**config.mk**
```make
export PLATFORM = sky130hd
export DESIGN_NAME = fog_rate_integrator
export DESIGN_NICKNAME = d
export VERILOG_FILES = /design/src/rtl/fog_rate_integrator.sv
export SDC_FILE = /design/constraint.sdc
export NUM_CORES = 1
export LEC_CHECK = 0
export ABC_AREA = 1
export BUFFER_PORTS_ARGS = -buffer_cell sky130_fd_sc_hd__buf_4
export CORE_ASPECT_RATIO = 0.8
export CORE_MARGIN = 8
export CORE_UTILIZATION = 55
export CTS_BUF_LIST = sky130_fd_sc_hd__clkbuf_4 sky130_fd_sc_hd__clkbuf_8
export DETAILED_ROUTE_END_ITERATION = 16
export GPL_TIMING_DRIVEN = 0
export PLACE_DENSITY = 0.75
export SYNTH_ARGS = -nofsm -noshare
export SYNTH_HDL_FRONTEND = slang
export SYNTH_SLANG_ARGS = --single-unit
```
**constraint.sdc**
```tcl
create_clock -name i_clk -period 10.4 [get_ports i_clk]
set_clock_uncertainty 0.1 [all_clocks]
set_input_delay 2.08 -clock i_clk [delete_from_list [all_inputs] [get_ports i_clk]]
set_output_delay 2.08 -clock i_clk [all_outputs]
set_load 0.02 [all_outputs]
```
**src/rtl/fog_rate_integrator.sv**
```systemverilog
// Rate/angle integrator for the FOG feedback step stream: windowed rate records
// (2^N average or externally synced sum) delivered through a small FIFO, plus a running angle.
module fog_rate_integrator #(
  parameter int DATA_W     = 32,
  parameter int ACC_W      = 48,
  parameter int FIFO_DEPTH = 4
) (
  input  logic              i_clk,
  input  logic              i_rst,
  input  logic              i_en,
  input  logic              i_step_vld,
  input  logic [DATA_W-1:0] i_step,
  input  logic              i_ext_mode,
  input  logic [4:0]        i_avg_shift,
  input  logic              i_sync,
  input  logic              i_angle_clr,
  input  logic              i_ovf_clr,
  input  logic              i_ready,
  output logic              o_valid,
  output logic [DATA_W-1:0] o_rate,
  output logic [15:0]       o_cnt,
  output logic [ACC_W-1:0]  o_angle,
  output logic              o_ovf
);

  localparam int PTR_W = $clog2(FIFO_DEPTH);

  // Signed DATA_W limits expressed at accumulator width.
  localparam logic [ACC_W-1:0] RATE_MAX = {{(ACC_W-DATA_W+1){1'b0}}, {(DATA_W-1){1'b1}}};
  localparam logic [ACC_W-1:0] RATE_MIN = ~RATE_MAX;

  typedef enum logic [1:0] {
    ST_IDLE,
    ST_CALC,
    ST_PUSH
  } state_t;

  typedef struct packed {
    logic [ACC_W-1:0] acc;
    logic [15:0]      cnt;
    logic [3:0]       shift;
    logic             ext;
  } close_rec_t;

  // ---------------------------------------------------------------------------
  // Window accumulator
  // ---------------------------------------------------------------------------
  logic [ACC_W-1:0] acc_q, acc_d;
  logic [15:0]      cnt_q, cnt_d;
  logic [3:0]       shift_q;
  logic             ext_q;

  logic             step_acc;
  logic [ACC_W-1:0] step_ext;
  logic [3:0]       live_shift;
  logic [3:0]       eff_shift;
  logic             eff_ext;
  logic [ACC_W-1:0] win_acc;
  logic [15:0]      win_cnt;
  logic             close;
  close_rec_t       close_rec;

  assign step_acc   = i_en & i_step_vld;
  assign step_ext   = {{(ACC_W-DATA_W){i_step[DATA_W-1]}}, i_step};
  assign live_shift = (i_avg_shift > 5'd15) ? 4'd15 : i_avg_shift[3:0];

  // An empty window still follows the live configuration; it freezes on the first sample.
  assign eff_shift  = (cnt_q == 16'd0) ? live_shift : shift_q;
  assign eff_ext    = (cnt_q == 16'd0) ? i_ext_mode : ext_q;

  always_comb begin
    // NOTE: every always_comb output gets a default first so no latch is inferred.
    win_acc = acc_q;
    win_cnt = cnt_q;
    if (step_acc) begin
      win_acc = acc_q + step_ext;
      win_cnt = (cnt_q == 16'hFFFF) ? cnt_q : cnt_q + 16'd1;
    end

    if (!i_en)
      close = 1'b0;
    else if (eff_ext)
      close = i_sync;
    else
      close = step_acc && (win_cnt == (16'd1 << eff_shift));

    acc_d = win_acc;
    cnt_d = win_cnt;
    if (!i_en || close) begin
      acc_d = '0;
      cnt_d = '0;
    end
  end

  assign close_rec = '{acc: win_acc, cnt: win_cnt, shift: eff_shift, ext: eff_ext};

  // NOTE: sequential state uses non-blocking assignments only, so every flop samples pre-edge values.
  always_ff @(posedge i_clk or posedge i_rst) begin
    if (i_rst) begin
      acc_q   <= '0;
      cnt_q   <= '0;
      shift_q <= '0;
      ext_q   <= 1'b0;
    end else begin
      acc_q <= acc_d;
      cnt_q <= cnt_d;
      if (cnt_q == 16'd0) begin
        shift_q <= live_shift;
        ext_q   <= i_ext_mode;
      end
    end
  end

  // ---------------------------------------------------------------------------
  // Result pipeline: hold -> CALC -> PUSH, with a one-deep pending slot
  // ---------------------------------------------------------------------------
  state_t            state_q;
  close_rec_t        hold_q;
  close_rec_t        pend_q;
  logic              pend_vld_q;
  logic [DATA_W-1:0] rate_q;
  logic [15:0]       rcnt_q;

  logic              pend_take;
  logic              pend_drop;
  logic [ACC_W-1:0]  round_term;
  logic [ACC_W-1:0]  shifted;
  logic [ACC_W-1:0]  pre_sat;
  logic [DATA_W-1:0] calc_rate;

  assign pend_take = (state_q == ST_IDLE) && pend_vld_q;
  assign pend_drop = close && (state_q != ST_IDLE) && pend_vld_q;

  always_comb begin
    round_term = '0;
    if (hold_q.shift != 4'd0)
      round_term = {{(ACC_W-1){1'b0}}, 1'b1} << (hold_q.shift - 4'd1);
    shifted = $signed(hold_q.acc + round_term) >>> hold_q.shift;
    pre_sat = hold_q.ext ? hold_q.acc : shifted;

    if ($signed(pre_sat) > $signed(RATE_MAX))
      calc_rate = RATE_MAX[DATA_W-1:0];
    else if ($signed(pre_sat) < $signed(RATE_MIN))
      calc_rate = RATE_MIN[DATA_W-1:0];
    else
      calc_rate = pre_sat[DATA_W-1:0];
  end

  always_ff @(posedge i_clk or posedge i_rst) begin
    if (i_rst) begin
      state_q    <= ST_IDLE;
      hold_q     <= '0;
      pend_q     <= '0;
      pend_vld_q <= 1'b0;
      rate_q     <= '0;
      rcnt_q     <= '0;
    end else begin
      case (state_q)
        ST_IDLE: begin
          if (pend_vld_q) begin
            hold_q  <= pend_q;
            state_q <= ST_CALC;
          end else if (close) begin
            hold_q  <= close_rec;
            state_q <= ST_CALC;
          end
        end
        ST_CALC: begin
          rate_q  <= calc_rate;
          rcnt_q  <= hold_q.cnt;
          state_q <= ST_PUSH;
        end
        ST_PUSH: state_q <= ST_IDLE;
        default: state_q <= ST_IDLE;
      endcase

      // A close while busy parks in the pending slot; the slot frees as IDLE hands it to hold.
      if (close && (pend_take || (state_q != ST_IDLE && !pend_vld_q))) begin
        pend_q     <= close_rec;
        pend_vld_q <= 1'b1;
      end else if (pend_take) begin
        pend_vld_q <= 1'b0;
      end
    end
  end

  // ---------------------------------------------------------------------------
  // Result FIFO
  // ---------------------------------------------------------------------------
  logic [DATA_W-1:0] rate_mem [FIFO_DEPTH];
  logic [15:0]       cnt_mem  [FIFO_DEPTH];
  logic [PTR_W:0]    wr_ptr_q, rd_ptr_q;

  logic fifo_full;
  logic push;
  logic push_ok;
  logic pop;
  logic fifo_drop;

  assign fifo_full = (wr_ptr_q - rd_ptr_q) == (PTR_W+1)'(FIFO_DEPTH);
  assign o_valid   = (wr_ptr_q != rd_ptr_q);
  assign pop       = o_valid & i_ready;
  assign push      = (state_q == ST_PUSH);
  assign push_ok   = push & (~fifo_full | pop);
  assign fifo_drop = push & fifo_full & ~pop;

  assign o_rate = o_valid ? rate_mem[rd_ptr_q[PTR_W-1:0]] : '0;
  assign o_cnt  = o_valid ? cnt_mem[rd_ptr_q[PTR_W-1:0]]  : '0;

  // NOTE: storage is not reset; pointers define which entries are live and outputs are gated by o_valid.
  always_ff @(posedge i_clk) begin
    if (push_ok) begin
      rate_mem[wr_ptr_q[PTR_W-1:0]] <= rate_q;
      cnt_mem[wr_ptr_q[PTR_W-1:0]]  <= rcnt_q;
    end
  end

  always_ff @(posedge i_clk or posedge i_rst) begin
    if (i_rst) begin
      wr_ptr_q <= '0;
      rd_ptr_q <= '0;
    end else begin
      if (push_ok) wr_ptr_q <= wr_ptr_q + 1'b1;
      if (pop)     rd_ptr_q <= rd_ptr_q + 1'b1;
    end
  end

  // ---------------------------------------------------------------------------
  // Angle integral and sticky overflow
  // ---------------------------------------------------------------------------
  logic [ACC_W-1:0] angle_q;
  logic             ovf_q;

  always_ff @(posedge i_clk or posedge i_rst) begin
    if (i_rst) begin
      angle_q <= '0;
      ovf_q   <= 1'b0;
    end else begin
      if (i_angle_clr)
        angle_q <= '0;
      else if (step_acc)
        angle_q <= angle_q + step_ext;
      // A drop in the same cycle as a clear must leave the flag set.
      ovf_q <= (ovf_q & ~i_ovf_clr) | fifo_drop | pend_drop;
    end
  end

  assign o_angle = angle_q;
  assign o_ovf   = ovf_q;

endmodule

```
==> Word level (Yosys, flattened, before mapping) <==
Memories as Yosys holds them, arrays and structs flattened.
Index checks and enable logic that the tools add are counted.
{ "totals": {"word_cells": 100, "mem_count": 2, "input_bits": 46, "output_inout_bits": 98, "ram_bits": 192, "reg_bits": 313} }
{ "memory_table": {"columns": ["memory", "depth", "word_bits", "rd", "rd_clocked_by_memory_dff", "wr", "line", "text"], "rows": [
  ["rate_mem", 4, 32, 1, 0, 1, "190", "logic [DATA_W-1:0] rate_mem [FIFO_DEPTH];"],
  ["cnt_mem", 4, 16, 1, 0, 1, "191", "logic [15:0] cnt_mem [FIFO_DEPTH];"]
]} }
{ "classes": {"muxes": 27, "magnitude_cmp": 3, "reduce_logical": 18, "shift": 3, "eq_ne": 7, "bitwise": 12, "addsub": 8} }
{ "ops": {"columns": ["cell", "n"], "rows": [
  ["$mux W48", 6],
  ["$add A48 B48 Y48", 3],
  ["$mux W69", 2],
  ["$mux W32", 3],
  ["$mux W16", 4],
  ["$gt A48 B32 Y1 const B", 1],
  ["$lt A48 B32 Y1 const B", 1],
  ["$shl A1 B4 Y48 const A", 1],
  ["$sshr A48 B4 Y48", 1],
  ["$add A16 B1 Y16 const B", 1],
  ["$eq A16 B16 Y1", 1],
  ["$eq A16 B16 Y1 const B", 1],
  ["$logic_not A16 Y1", 1],
  ["$shl A1 B4 Y16 const A", 1],
  ["$mux W4", 2],
  ["$reduce_bool A2 Y1", 4],
  ["$mux W1", 7],
  ["$add A3 B1 Y3 const B", 2],
  ["$and A1 B1 Y1", 6],
  ["$logic_and A1 B1 Y1", 6],
  ["$gt A5 B4 Y1 const B", 1],
  ["$mux W2", 2],
  ["$pmux W2 S2", 1],
  ["$reduce_bool A4 Y1", 1],
  ["13 further kinds", 19]
]} }

==> Longest topological paths before layout <==
{ "depth": {"word_depth": 11, "mapped_depth": 37, "ltp_nobuf": 32} }

==> Worst setup path after synthesis <==
Ideal clock, no wire load.
{ "synth_timing": {"kind": "input port to flip-flop", "from": "input port i_ready", "to": "memory cnt_mem[3][0], enable pin", "required_time_ns": 9.843, "setup_time_ns": 0.457, "path_buffers": 0, "setup_slack_ns": 5.343, "arrival_time_ns": 4.500, "path_stages": 4, "cell_sequence": "nor2_1 nand3b_1 nand3_1 nor2_1"} }
{ "synth_via": {"elab_chain_cells": 5} }
{ "synth_lines": {"columns": ["element", "line", "text"], "rows": [
  ["start: declaration", "18", "input logic i_ready,"],
  ["$and A1 B1 Y1", "202", "assign pop = o_valid & i_ready;"],
  ["$or A1 B1 Y1", "204", "assign push_ok = push & (~fifo_full | pop);"],
  ["$and A1 B1 Y1", "204", null],
  ["$mux W1", "212", "if (push_ok) begin"],
  ["$mux W1 (implied by the code)", "214", "cnt_mem[wr_ptr_q[PTR_W-1:0]] <= rcnt_q;"],
  ["end: declaration", "191", null]
]} }
No other way between the ends.

==> Worst setup path after layout <==
{ "layout_timing": {"from": "register hold_q[1] (netlist bit)", "to": "register rate_q[0]"} }
{ "layout_via": {"elab_chain_cells": 9, "word_cells_on_any_way": 11, "classes_between": "add/sub: 2; order compare: 2; shift: 2; mux: 4; reduce/logical: 1"} }
{ "layout_lines": {"columns": ["element", "line", "text"], "rows": [
  ["start: declaration", "118", "close_rec_t hold_q;"],
  ["start signal: assignment", "161", "hold_q <= pend_q;"],
  ["start signal: assignment", "164", "hold_q <= close_rec;"],
  ["$sub A4 B1 Y4", "137", "round_term = {{(ACC_W-1){1'b0}}, 1'b1} << (hold_q.shift - 4'd1);"],
  ["$shl A1 B4 Y48", "137", null],
  ["$mux W48", "136", "if (hold_q.shift != 4'd0)"],
  ["$add A48 B48 Y48", "138", "shifted = $signed(hold_q.acc + round_term) >>> hold_q.shift;"],
  ["$sshr A48 B4 Y48 (*)", "138", null],
  ["$mux W48 (*)", "139", "pre_sat = hold_q.ext ? hold_q.acc : shifted;"],
  ["$lt A48 B32 Y1", "143", "else if ($signed(pre_sat) < $signed(RATE_MIN))"],
  ["$mux W32", "143", null],
  ["$mux W32 (*)", "141", "if ($signed(pre_sat) > $signed(RATE_MAX))"],
  ["end signal: assignment", "169", "rate_q <= calc_rate;"],
  ["end: declaration", "121", "logic [DATA_W-1:0] rate_q;"]
]} }
Mark *: on every way between the ends. The rest lies on a longest branch, timed or not.
A chain may end at the register's enable or synchronous reset.

==> results.md <==
* Multiplexer share of the synthesized area at 0.00314
* Placed cells at 5312
* Status: completed
* Clock network fraction of total power at 0.192
* CTS tree: yes
* Fin Hold WS at around 370 ps
* Design area at 35800 um^2
* Non-Filler Instances at 5457
* Peak VDD IR at ~0.20 mV
* Post-route ant nets at 0
* Share of cells above drive strength 1 at 0.0828
* Adder-cell share of the synthesized area at 0.0491
* Max-slew violations at 0
* Combinational fraction of design power at 0.485
* First-pass GRT wire length at 158 mm
* Total wire length at roughly 100 mm
* Hold Crit Class: flop to flop
* Pint at 4.91 mW
* CP max stage delay at just under 500 ps
* Synth Area in XOR/XNOR at 0.0255
* WP data arrival at 6820 ps
* I/O Buffers at 142
* Die area at between 60000 and 70000 um^2
* Sw Share at 0.464
* Root buf cell: clkbuf_8
* Tmin final at 6360 ps
* Endpoints failing hold at 0
* Worst path slowest cell: clkbuf_1
* Die Y at 231 um
* Number of max-cap violations at 0
* Crit path launch: hold_q[1]$_DFFE_PP0P_
* Vias per std cell at 5.61
* DRT iter0 DRCs at 3454
* Reg2reg end: rate_q[0]$_DFFE_PP0N_
* CTS max path bufs at 3
* Max FO, Critical Path at 10
* WS Path Type: flop to flop
* Hold Buf Count CTS at 0
* Core box area at ~58000 um^2
* Largest net degree at the start of global routing at 43
* Post-DR wirelength/cell at about 19 um
* Async SR Flop Fraction at 0.620
* Die Width at 285 um
* Initial core utilization at 0.551
* Clock sink count at 505
* Worst-path clk slew at 60 ps
* Unique cell type count in the Yosys netlist at 60
* Number of synthesized register bits at 505
* Actual slew at the worst max-slew pin at 1210 ps
* Rows at 79
* Crit path capture type: flop
* PwrDens at 256 nW/um^2
* Resized cells post-CTS at 0
* Dpl hpwl at 79.9 mm
* Post-DP Area at about 34000 um^2
* Fmax at about 160 MHz
* GRT Util Overall at 0.303
* Post-synthesis compound-gate area fraction at 0.128
* DR pass1 iterations at 5
* Unrepaired setup endpoints after global routing: no
* Critical Path End: rate_q[0]$_DFFE_PP0N_
* Sequential share of the synthesized area at 0.427
* Layout Utilization at 0.620
* Main combinational cell family by area after synthesis: simple AND/OR/NAND/NOR gates
* Antenna violations before repair at 2
* Avg Cell Area, Syn at 7.25 um^2
* Yosys warning total at 0
* Leak pwr at 17.3 nW
* I/O pin cnt at 144
* Grt ovf at 0
* Cts bufs inserted at 80
* Reg2reg setup slack at 4040 ps
* Mapped Cells at 4389
* Skew-Pair Late Insertion Delay at 690 ps
* H-tree levels at 3
* Drt drc at 0
* Final GP Congestion at 0.995
* Post-synth EDFFs at 192
* Post-CTS Setup Repair Bufs at 0
* Syn_nets at 4558
* Post-synthesis simple-gate area fraction at 0.297
* Via count of the routed design at ~31000
* Data required time of the worst path at 10860 ps
* Area grow syn2layout at 12.4%
* Sw power at 4.25 mW
* Layout Nets at 4794
* Post-Syn Area at around 32000 um^2
* Reg2Reg Depth at 32
* Seq pwr share at 0.323
* Most used DFF post-synth: dfrtp_1
* Slew margin rel. at 0.188
* Count of final setup violators at 0
* CP Launch Type: flop
* Reg2reg start: hold_q[1]$_DFFE_PP0P_
* Fin Setup TNS at 0 ps
* Period utilisation layout at 0.611
* Number of global-route vias before repair at between 20000 and 30000
-- worst min path at each step --
stage	startpoint	to	slack (ps)	cells past startpoint
2_1_floorplan	pend_q[67]$_DFFE_PP0P_	pend_q[67]$_DFFE_PP0P_	340	2
3_3_place_gp	pend_q[61]$_DFFE_PP0P_	pend_q[61]$_DFFE_PP0P_	350	2
3_5_place_dp	pend_q[67]$_DFFE_PP0P_	pend_q[67]$_DFFE_PP0P_	360	2
4_1_cts	hold_q[12]$_DFFE_PP0P_	rcnt_q[7]$_DFFE_PP0N_	370	2
5_1_grt	pend_q[41]$_DFFE_PP0P_	pend_q[41]$_DFFE_PP0P_	390	2
6_report	pend_q[7]$_DFFE_PP0P_	pend_q[7]$_DFFE_PP0P_	370	2
-- power by group through the flow --
| stage | Clock (mW) | Sequential (mW) | Combinational (mW) |
|---|---|---|---|
| after floorplan | 0 | 2.87 | 2.91 |
| final | 1.76 | 2.96 | 4.45 |
| after CTS | 1.78 | 2.95 | 4.36 |
| after global placement | 0 | 2.99 | 4.28 |
| after detailed placement | 0 | 2.98 | 4.34 |
| after global routing | 1.87 | 3.00 | 4.91 |
-- cell families (layout without fill, tap and decap cells) --
logic type | count (synthesis) | in the layout
simple gates | 2340 | 2340
other cells | 1 | 4
fa+ha+maj | 123 | 123
mux | 10 | 10
xor+xnor | 91 | 91
flops | 505 | 505
buf+inv | 566 | 862
compound gates | 753 | 753
-- sequential cells by signal (all words and copies together), names as in the netlist --
name / count
rate_mem: 128
hold_q: 69
pend_q: 69
cnt_mem: 64
acc_q: 48
o_angle: 48
rate_q: 32
cnt_q: 16
rcnt_q: 16
shift_q: 4
rd_ptr_q: 3
wr_ptr_q: 3
state_q: 2
ext_q: 1
o_ovf: 1
pend_vld_q: 1
-- synth_stat cells, types with 18 or more instances --
cell type  count  share of area
nand2_1     1354           0.16
nor2_1       573          0.068
o21ai_0      381          0.060
inv_1        370          0.044
dfrtp_1      313           0.25
nand3_1      304          0.048
a21oi_1      230          0.036
edfxtp_1     192           0.18
ha_1         120          0.047
clkbuf_1     119          0.014
xor2_1        61          0.017
a31oi_1       40         0.0079
nand4_1       29         0.0057
xnor2_1       28         0.0077
or2_2         24         0.0047
nor3_1        23         0.0036
buf_1         20         0.0024
buf_2         20         0.0031
o22ai_1       18         0.0035
-- stage by stage --
step	power, mW	worst slack [ps]
final	9.16	4040
after global routing	9.78	3590
after CTS	9.09	4200
after detailed placement	7.32	4280
after global placement	7.26	1940
after floorplan	5.77	4050
-- layer usage --
| layer | track usage | up-vias | part of all wire | routed length, um |
|---|---|---|---|---|
| met1 | 0.470 | 14300 | 0.48 | 49400 |
| met5 | 0.0169 | - | 0.0016 | 158 |
| li1 | - | 14900 | - | - |
| met3 | 0.0967 | 140 | 0.11 | 11600 |
| met4 | 0.0668 | 2 | 0.017 | 1760 |
| met2 | 0.403 | 1269 | 0.38 | 38900 |
-- worst max-delay path, delay by kind of cell, from the launching register on --
| family | cells | cell delay (ps) |
|---|---|---|
| AND/OR/NAND/NOR | 23 | 2900 |
| buffers and inverters | 7 | 2200 |
| adder cells (fa/ha/maj) | 2 | 710 |
| flip-flops | 1 | 350 |
-- layout make-up --
type                            count  area (um^2)
Fill cell                        5364        21900
Multi-Input combinational cell   3318        16100
Sequential cell                   505        13600
Clock buffer                      121         1500
Inverter                          391         1470
Timing Repair Buffer              154         1310
Tap cell                          769          962
Buffer                            175          741
Clock inverter                     21          140
Antenna cell                        3         7.51
-- placed cells by master, fill, tap and decap left out, drive strengths merged, types with 9 or more instances in the layout --
cell type,netlist,layout
a21o,9,9
a21oi,230,230
a31oi,40,40
buf,54,208
clkbuf,121,242
clkinv,7,21
dfrtp,313,313
edfxtp,192,192
ha,120,120
inv,384,388
mux2i,10,10
nand2,1360,1360
nand3,304,304
nand4,29,29
nor2,576,576
nor3,25,25
nor4,11,11
o211ai,17,17
o21ai,386,386
o22ai,18,18
o31ai,9,9
or2,25,25
xnor2,28,28
xor2,63,63
(Power assumes the default switching activity.)
